$ cat src/rtl/sv_audio_dma.sv
// Audio DMA sample reader: fetches packed 4-bit PCM bytes from ROM and plays the nibbles, high then low,
// every BASE_DIV<<rate clocks; pulses done when a block finishes on its own.
module sv_audio_dma #(
  parameter int unsigned BASE_DIV = 3200
) (
  input  logic        clk,
  input  logic        reset,
  input  logic [15:0] dma_addr,
  input  logic [7:0]  dma_length,
  input  logic [7:0]  dma_ctrl,
  input  logic        trig_we,
  input  logic [7:0]  trig_data,
  output logic        mem_req,
  output logic [15:0] mem_addr,
  output logic [2:0]  mem_bank,
  input  logic        mem_ack,
  input  logic [7:0]  mem_data,
  output logic [3:0]  sample,
  output logic        sample_stb,
  output logic        busy,
  output logic        done
);

  typedef enum logic [1:0] {IDLE, REQ, PLAY} state_t;

  state_t      state_q;
  logic [15:0] addr_q;
  logic [12:0] left_q;
  logic [1:0]  rate_q;
  logic [2:0]  bank_q;
  logic [14:0] cnt_q;
  logic [7:0]  buf_q;
  logic        buf_vld_q;
  logic [3:0]  cur_lo_q;
  logic        half_q;
  logic        stale_q;
  logic [3:0]  sample_q;

  logic        active;
  logic        start;
  logic        stop;
  logic        ack_ok;
  logic        tick;
  logic        emit_lo;
  logic        emit_hi;
  logic        emit;
  logic        last;
  logic [3:0]  nib_d;
  logic [12:0] bytes_d;
  logic        unused_bits;

  function automatic logic [14:0] period_m1(input logic [1:0] r);
    period_m1 = 15'((BASE_DIV << r) - 1);
  endfunction

  assign active  = (state_q != IDLE);
  assign start   = trig_we && trig_data[7] && dma_ctrl[7];
  assign stop    = trig_we && !trig_data[7] && active;
  assign ack_ok  = (state_q == REQ) && mem_ack && !stale_q;
  assign tick    = active && (cnt_q == 15'd0);
  // half_q = 1 means the current byte is used up (or none loaded yet)
  assign emit_lo = tick && !half_q;
  assign emit_hi = tick && half_q && buf_vld_q;
  assign emit    = (emit_lo || emit_hi) && !start && !stop;
  assign last    = emit_lo && (left_q == 13'd0) && !buf_vld_q;
  assign nib_d   = emit_lo ? cur_lo_q : buf_q[7:4];
  assign bytes_d = {dma_length == 8'd0, dma_length, 4'b0000};

  assign mem_req    = (state_q == REQ);
  assign mem_addr   = addr_q;
  assign mem_bank   = bank_q;
  assign busy       = active;
  assign sample     = emit ? nib_d : sample_q;
  assign sample_stb = emit;
  assign done       = emit && last;

  assign unused_bits = ^{dma_ctrl[3:2], trig_data[6:0]};

  always_ff @(posedge clk) begin
    if (reset) begin
      state_q   <= IDLE;
      addr_q    <= 16'd0;
      left_q    <= 13'd0;
      rate_q    <= 2'd0;
      bank_q    <= 3'd0;
      cnt_q     <= 15'd0;
      buf_q     <= 8'd0;
      buf_vld_q <= 1'b0;
      cur_lo_q  <= 4'd0;
      half_q    <= 1'b1;
      stale_q   <= 1'b0;
      sample_q  <= 4'd0;
    end else begin
      if (mem_ack) stale_q <= 1'b0;
      if (start) begin
        state_q   <= REQ;
        addr_q    <= dma_addr;
        left_q    <= bytes_d;
        rate_q    <= dma_ctrl[1:0];
        bank_q    <= dma_ctrl[6:4];
        cnt_q     <= period_m1(dma_ctrl[1:0]);
        buf_vld_q <= 1'b0;
        half_q    <= 1'b1;
        // the request still in flight will be answered once; that answer belongs to the old epoch
        stale_q   <= mem_req && !mem_ack;
      end else if (stop) begin
        state_q <= IDLE;
        stale_q <= mem_req && !mem_ack;
      end else if (active) begin
        if (cnt_q != 15'd0) cnt_q <= cnt_q - 15'd1;
        else if (emit)      cnt_q <= period_m1(rate_q);
        if (ack_ok) begin
          buf_q     <= mem_data;
          buf_vld_q <= 1'b1;
          addr_q    <= addr_q + 16'd1;
          left_q    <= left_q - 13'd1;
          state_q   <= PLAY;
        end
        if (emit_lo) half_q <= 1'b1;
        if (emit_hi) begin
          cur_lo_q  <= buf_q[3:0];
          half_q    <= 1'b0;
          buf_vld_q <= 1'b0;
          if (left_q != 13'd0) state_q <= REQ;
        end
        if (emit) sample_q <= nib_d;
        if (last) state_q <= IDLE;
      end
    end
  end

endmodule

$ cat config.mk
export PLATFORM = sky130hd
export DESIGN_NAME = sv_audio_dma
export DESIGN_NICKNAME = d
export VERILOG_FILES = /design/src/rtl/sv_audio_dma.sv
export SDC_FILE = /design/constraint.sdc
export NUM_CORES = 1
export LEC_CHECK = 0
export CAP_MARGIN = 20
export CORE_MARGIN = 1.5
export CORE_UTILIZATION = 45
export DETAILED_ROUTE_END_ITERATION = 8
export PLACE_DENSITY_LB_ADDON = 0.12
export SYNTH_ARGS = -nofsm -noshare
export SYNTH_HDL_FRONTEND = slang
export SYNTH_SLANG_ARGS = --single-unit
$ cat constraint.sdc
create_clock -name clk -period 4.3 [get_ports clk]
set_input_delay 0.86 -clock clk [delete_from_list [all_inputs] [get_ports clk]]
set_output_delay 0.86 -clock clk [all_outputs]
set_load 0.05 [all_outputs]
-- Yosys cells after proc, flatten, opt, wreduce, memory -nomap -nowiden
Cells that the tools add are included.
- output and inout bits: 27
- register bits after elaboration: 70
- reductions and logical operators: 47
- $add $sub $neg: 5
- bitwise logic cells: 2
- equality and inequality tests: 2
- multiplexer cells: 29
- shift operators: 2
- operators with widths (operator ; count):
    15-bit two-way mux ; 5
    16-bit two-way mux ; 4
    13-bit two-way mux ; 4
    15-bit by 1-bit subtractor with 15-bit output (second input constant) ; 3
    12-bit by 2-bit << shifter with 15-bit output (first input constant) ; 2
    3-bit AND reduction ; 6
    16-bit by 1-bit adder with 16-bit output (second input constant) ; 1
    1-bit logical AND ; 16
    15-bit logical NOT ; 1
    15-bit nonzero test ; 1
    13-bit logical NOT ; 1
    13-bit nonzero test ; 1
    13-bit by 1-bit subtractor with 13-bit output (second input constant) ; 1
    1-bit two-way mux ; 10
    2-bit nonzero test ; 5
    3-bit nonzero test ; 3
    8-bit logical NOT ; 1
    2-bit two-way mux ; 4
    4-bit two-way mux ; 2
    4-bit AND reduction ; 2
    1-bit logical NOT ; 7
    3-bit OR reduction ; 1
    2-bit by 1-bit equality test with 1-bit output (second input constant) ; 1
    2-bit != test (second input constant) ; 1
    other kinds (3) ; 4

-- Longest topological paths before layout
Gate-level depths: netlist of run 1.
- depth in word-level cells: 12
- mapped depth: 10
- gate-level depth less buffers: 8

-- Worst setup path before layout of run 1
No wires, ideal clock.
- path type: register -> output
- from: register cnt_q[2]
- to: output done
- path buffers: 3
- cell stages (with the launch flop): 8
- path slack: 846 ps
- data arrival time: 2594 ps
- cells stage by stage: dfxtp_1 buf_6 or4_4 buf_6 nor4_1 nand4_1 clkbuf_1 nor2_1
- longest elaborated chain between the ends: 8
- elaborated cells on any way between the ends: 11
- RTL lines (what ; line ; source):
    from (decl) ; 31 ; logic [14:0] cnt_q;
    from (signal assigned) ; 101 ; cnt_q <= period_m1(dma_ctrl[1:0]);
    from (signal assigned) ; 110 ; if (cnt_q != 15'd0) cnt_q <= cnt_q - 15'd1;
    from (signal assigned) ; 111 ; else if (emit) cnt_q <= period_m1(rate_q);
    15-bit logical NOT * ; 60 ; assign tick = active && (cnt_q == 15'd0);
    1-bit logical AND * ; 60 ;
    1-bit logical AND (2 in a row) ; 63 ; assign emit_hi = tick && half_q && buf_vld_q;
    1-bit logical OR ; 64 ; assign emit = (emit_lo || emit_hi) && !start && !stop;
    1-bit logical AND (2 in a row) ; 64 ;
    1-bit logical AND * ; 75 ; assign done = emit && last;
    to (decl) ; 21 ; output logic done
Mark *: on every way between the ends. The rest lies on a longest branch, timed or not.

-- Final worst setup path of run 1
- from: input trig_data[7]
- to: output sample[3]
- longest elaborated chain between the ends: 6
- elaborated cells on any way between the ends: 10
- RTL lines (what ; line ; source):
    from (decl) ; 12 ; input logic [7:0] trig_data,
    1-bit logical AND or 1-bit logical NOT (tied branches) ; 57, 58 ;
    1-bit logical AND, on equally long branches ; 57, 58 ;
    1-bit logical NOT or 1-bit logical AND (tied branches) ; 64, 58 ;
    1-bit logical AND or 1-bit logical NOT (tied branches) ; 64 ;
    1-bit logical AND * ; 64 ;
    4-bit two-way mux * ; n/a ;
    to (decl) ; 18 ; output logic [3:0] sample,
Marked as above.

==> results of run 1 <==
[metal layers]
layer  global-route usage, %  routed length [µm]  share of wire, %  vias to the layer above
li1                        -                   -                 -                     1880
met4                    7.84                 119               1.2                        0
met5                       0                   0                 0                        -
met3                    4.55                 499               5.1                       14
met2                    35.3                4390                45                       91
met1                    29.4                4730                49                     1761
[registers in the layout (all words and copies together), names as in the netlist]
signal	flops
mem_addr	16
stale_q	1
rate_q	2
cur_lo_q	4
sample_q	4
state_q	2
left_q	13
cnt_q	15
half_q	1
buf_vld_q	1
mem_bank	3
buf_q	8
[worst paths after layout]
path / start / to
worst max-delay path: trig_data[7] / sample[3]
worst max register to register: cnt_q[2] / cnt_q[11]
worst min-delay path: mem_bank[0] / mem_bank[0]
worst min register to register: mem_bank[0] / mem_bank[0]
[report_power, final]
group	internal, W	switching, W	total [W]
logic	0.000233	0.000332	0.000565
clock network	0.000477	0.000256	0.000733
registers	0.000686	0.0000410	0.000727
total	0.00140	0.000629	0.00202
[critical path, cell delays in order]
cell and delay (ns):
clkdlybuf4s50_1 0.48, inv_1 0.04, o21ai_0 0.38, nand4_1 0.14, buf_4 0.19, or2_2 0.36, nand2_1 0.10, nand2_1 0.07
buf_4 0.19
[cells by family (layout without fill, tap and decap cells)]
| kind of cell | count (synthesis) | count (layout) | share of synthesized area (%) |
|---|---|---|---|
| multiplexers | 2 | 2 | 0.519 |
| flip-flops | 70 | 70 | 36.3 |
| AND/OR/NAND/NOR | 214 | 214 | 26.5 |
| buffers and inverters | 46 | 107 | 5.06 |
| AO/OA/AOI/OAI | 126 | 126 | 21.5 |
| adder cells (fa/ha/maj) | 11 | 11 | 3.57 |
| XOR/XNOR | 29 | 29 | 6.58 |
[placed cells by master, fill, tap and decap left out, types with 2 or more instances in the layout]
cell type        Yosys  final
o31ai_1              3      3
clkdlybuf4s50_1      0     62
nor2_1              62     62
clkbuf_8             0     11
o211ai_1             3      3
xnor2_1             12     12
dfxtp_1             70     70
or2_2                5      5
a21o_1               4      4
ha_1                11     11
o221ai_1             2      2
and3_1               4      4
o21ai_0             23     23
bufinv_16            0      4
mux2i_1              2      2
o41ai_1              2      2
or4_4                2      2
a311oi_1             8      8
or4_1                2      2
nand2b_1            11     11
a31oi_1              3      3
nor2b_1              4      4
nand4_1             10     10
a21oi_1             38     38
nand2_1             64     64
buf_4                0     13
a211oi_1            31     31
xor2_1              17     17
nor3_1              13     13
inv_1               14     14
or3_1                7      7
nor4_1               9      9
nand3_1             14     13
nor3b_1              2      2
[through the flow]
stage	area [µm²]	setup WS [ns]	utilization, %
CTS	4880	0.615	59.1
global placement	4600	0.686	55.7
finish	4880	0.618	59.1
detailed placement	4600	0.646	55.7
floorplan	3860	0.846	-
global route	4880	0.511	59.1
[layout make-up]
class                   count  area share, %
clock buffers              11           3.10
clock inverters             5           2.64
inverters                  14           1.08
multi-input cells         382           46.5
flip-flops and latches     70           28.7
well taps                 105           2.69
repair buffers             77           15.2
==> flow_summary_export.csv, run 1 <==
group,metric,value,unit
run_status,outcome,"finished, final reports clean",
yosys,synth_top_area_share,36.3,%
finish,stdcell_count,664,
clock_tree,post_cts_buffers,0,
clock_tree,cts_tree,"built",
timing,setup_viol,0,
critical_path,rrSetupSlack,1.65,ns
yosys,avgSynthCellArea,7.75,µm²
route,drt_iter0_markers,163,
finish,diodes,0,
placed_design,hpwl,6.80,mm
clock_tree,cts_buffers,9,
yosys,synth_most_common_cell,"dfxtp_1",
finish,multi_input_area,0.00227,mm²
yosys,yosys_warnings,0,
yosys,synth_ff_type,"dfxtp_1",
grt,antenna_found_initial,0,
placed_design,dp.cells,648,
critical_path,path_max_fanout,11,
route,final_antenna_net_count,0,
finish,regArea,0.00140,mm²
route,first_pass_iters,4,
floorplan,die_area,0.00914,mm²
placed_design,port_buffers,69,
timing,fin_worst_skew,0.0129,ns
clock_tree,post_cts_resized,0,
timing,finalCritPeriodShare,85.6,%
route,wl,9.73,mm
yosys,syn_nets,561,
floorplan,die_height,95.6,µm
grt,grt_start_max_net_pins,61,
power_and_ir_drop,powerDensity,415,mW/mm²
timing,rsz0062_at_grt,"no",
clock_tree,path_clk_slew,0.07,ns
timing,tns,0,ns
yosys,synth.area.top_cells,"dfxtp_1 36%, nand2_1 6.2%, a211oi_1 6.0%",
clock_tree,clk_path_buf_depth,2,
yosys,ys_types,47,
floorplan,die_width,95.6,µm
power_and_ir_drop,leakage,1.76,nW
timing,period_minus_slack,3.68,ns
timing,relSlewSlack,42.3,%
critical_path,arrival,2.82,ns
yosys,seq_area_frac_synth,36.3,%
floorplan,initial_utilization,46.7,%
hold_path,min_path_cells,2,
timing,slew_violations,0,
route,via_count,3746,
yosys,yosys-top-cells-count,"70 x dfxtp_1, 64 x nand2_1, 62 x nor2_1",
yosys,syn_area,0.00386,mm²
critical_path,rr_worst_depth,6,
route,wire_per_inst,14.7,µm
finish,nets,617,
finish,nFillCells,778,
critical_path,endpoint_kind,"primary output",
hold_path,min_path_type,"reg -> reg",
grt,grt_pass1_vias,3421,
clock_tree,htree_num_levels,3,
yosys,syn-instance-count,498,
timing,hold_violations,0,
finish,area.growth.synth_to_final,26.4,%
grt,grtUsageTotal,22.1,%
power_and_ir_drop,vdd_drop_max,0.000162,V
yosys,synth-edff-count,0,
clock_tree,clk-insertion-delay-late,0.35,ns
grt,grt_pass1_wl,15.9,mm
clock_tree,cts_sinks,70,
timing,maxClockFrequency,272,MHz
timing,worst_slew_pin_slew,0.866,ns
critical_path,crit_required,3.44,ns
critical_path,critical_path_class,"in -> out",
finish,layout-drive-gt1-share,7.51,%
yosys,ys_ff_latch,70,
floorplan,row_count,33,
yosys,async_flop_share,0,%
floorplan,core_area,0.00826,mm²
route,vias_per_cell,5.64,
clock_tree,cts_hold_buffers,0,
floorplan,ios,79,
critical_path,start_kind,"input port",
clock_tree,root_buffer,"clkbuf_8",
placed_design,gp_congestion,0.872,
route,drc,0,
flow_run,maxCapViolCount,0,
timing,fin_hold_ws,0.455,ns
grt,grt_remaining_overflow,0,
yosys,yosysTopAreaCell,"dfxtp_1",
power_and_ir_drop,total_power,0.00202,W
No activity file was read; power rests on OpenSTA's default activity.
==> inputs of run 2 (changes only) <==
==> constraint.sdc (replaced) <==
create_clock -name clk -period 4.3 [get_ports clk]
set_input_delay 0.86 -clock clk [delete_from_list [all_inputs] [get_ports clk]]
set_output_delay 0.86 -clock clk [all_outputs]
set_load 0.02 [all_outputs]
==> flow_summary_export.csv, run 2 (synthesis gave the netlist of run 1 again) <==
group,metric,value,unit
grt,grt-busiest-layer,"met2",
flow_run,maxCapViolCount,0,
floorplan,row_count,33,
timing,period_minus_slack,3.89,ns
power_and_ir_drop,powerDensity,386,mW/mm²
floorplan,die_width,95.6,µm
placed_design,port_buffers,69,
route,wire_per_inst,14.6,µm
timing,tns,0,ns
grt,met3_usage,4.55,%
grt,grt_pass1_vias,3437,
floorplan,die_height,95.6,µm
finish,multi_input_area,0.00227,mm²
floorplan,ios,79,
critical_path,endpoint_kind,"primary output",
grt,grt_pass1_wl,15.9,mm
power_and_ir_drop,leakage,1.72,nW
grt,met2_usage,34.9,%
route,final_antenna_net_count,0,
finish,largest_reg_flops,16,
grt,use_met1,29.8,%
finish,final_util,58.4,%
floorplan,die_area,0.00914,mm²
critical_path,crit_required,3.44,ns
grt,antenna_found_initial,0,
grt,grt_start_max_net_pins,46,
clock_tree,post_cts_buffers,0,
clock_tree,clk-insertion-delay-late,0.35,ns
finish,nets,617,
finish,stdcell_count,664,
clock_tree,cts_tree,"built",
timing,worst_slew_pin_slew,0.852,ns
clock_tree,post_cts_resized,0,
placed_design,hpwl,6.89,mm
critical_path,path_max_fanout,7,
clock_tree,htree_num_levels,3,
placed_design,dp.cells,648,
timing,finalCritPeriodShare,90.4,%
critical_path,critical_path_class,"in -> out",
power_and_ir_drop,vdd_drop_max,0.000142,V
grt,grt_remaining_overflow,0,
finish,nFillCells,788,
clock_tree,cts_hold_buffers,0,
route,vias_per_cell,5.50,
finish,mostFrequentLayoutCell,"dfxtp_1",
floorplan,initial_utilization,46.7,%
route,wl,9.69,mm
floorplan,core_area,0.00826,mm²
route,drc,0,
finish,layout_common_cells,"70 x dfxtp_1, 68 x clkdlybuf4s50_1, 64 x nand2_1",
clock_tree,path_clk_slew,0.08,ns
finish,area.growth.synth_to_final,24.9,%
timing,rsz0062_at_grt,"no",
route,drt_iter0_markers,174,
critical_path,arrival,3.03,ns
clock_tree,clk_path_buf_depth,2,
timing,fin_worst_skew,0.0123,ns
clock_tree,root_buffer,"clkbuf_8",
grt,grtUsageTotal,22.2,%
placed_design,gp_congestion,0.884,
timing,slew_violations,0,
finish,diodes,0,
route,first_pass_iters,4,
clock_tree,cts_buffers,9,
timing,fin_hold_ws,0.460,ns
finish,layout-drive-gt1-share,6.44,%
timing,relSlewSlack,43.2,%
finish,regArea,0.00140,mm²
hold_path,min_path_type,"reg -> reg",
route,via_count,3651,
timing,setup_viol,0,
timing,hold_violations,0,
timing,maxClockFrequency,257,MHz
clock_tree,cts_sinks,70,
run_status,outcome,"finished, final reports clean",
critical_path,start_kind,"input port",
## run 2: cell count changes in the layout (fill, tap and decap cells not counted)
| cell | change |
|---|---|
| clkdlybuf4s50_1 | +6 |
| buf_4 | -5 |
| clkinv_2 | +3 |
| bufinv_16 | -2 |
| buf_12 | -1 |
| clkbuf_8 | -1 |
| clkinv_4 | -1 |
| inv_6 | +1 |
## run 2: worst max-delay path: stages
cell,delay (ns)
clkdlybuf4s50_1,0.59
inv_1,0.06
o21ai_0,0.29
nand4_1,0.16
or2_2,0.38
nand2_1,0.10
nand2_1,0.06
clkdlybuf4s50_1,0.53
## run 2: final timing paths
path	to	slack [ns]	cells after the start	startpoint
worst max-delay path	sample[3]	0.41	8	trig_data[7]
worst max register to register	cnt_q[3]	1.64	5	cnt_q[2]
worst min-delay path	cur_lo_q[3]	0.46	2	buf_q[3]
worst min register to register	cur_lo_q[3]	0.46	2	buf_q[3]
## run 2: layer usage
layer | part of all wire, % | vias to the layer above
met1 | 49 | 1660
met2 | 44 | 95
met5 | 0 | -
li1 | - | 1887
met3 | 5.5 | 9
met4 | 0.98 | 0
## run 2: layout make-up
| type | instances | area share, % |
|---|---|---|
| Multi-Input combinational cell | 382 | 47.1 |
| Sequential cell | 70 | 29.1 |
| Timing Repair Buffer | 77 | 15.5 |
| Clock buffer | 10 | 2.85 |
| Tap cell | 105 | 2.73 |
| Clock inverter | 6 | 1.74 |
| Inverter | 14 | 1.09 |
## run 2: report_power, final
part / internal (W) / switching (W) / total (W)
Clock: 0.000342 / 0.000259 / 0.000601
Sequential: 0.000686 / 0.0000404 / 0.000727
Combinational: 0.000232 / 0.000303 / 0.000535
Total: 0.00126 / 0.000603 / 0.00186
## run 2: per-stage QoR
step | area (µm²) | setup slack [ns] | power, W
2_1_floorplan | 3860 | 1.16 | 0.00114
3_5_place_dp | 4600 | 0.420 | 0.00127
4_1_cts | 4820 | 0.412 | 0.00187
6_report | 4820 | 0.413 | 0.00186
3_3_place_gp | 4600 | 0.433 | 0.00126
5_1_grt | 4820 | 0.226 | 0.00196
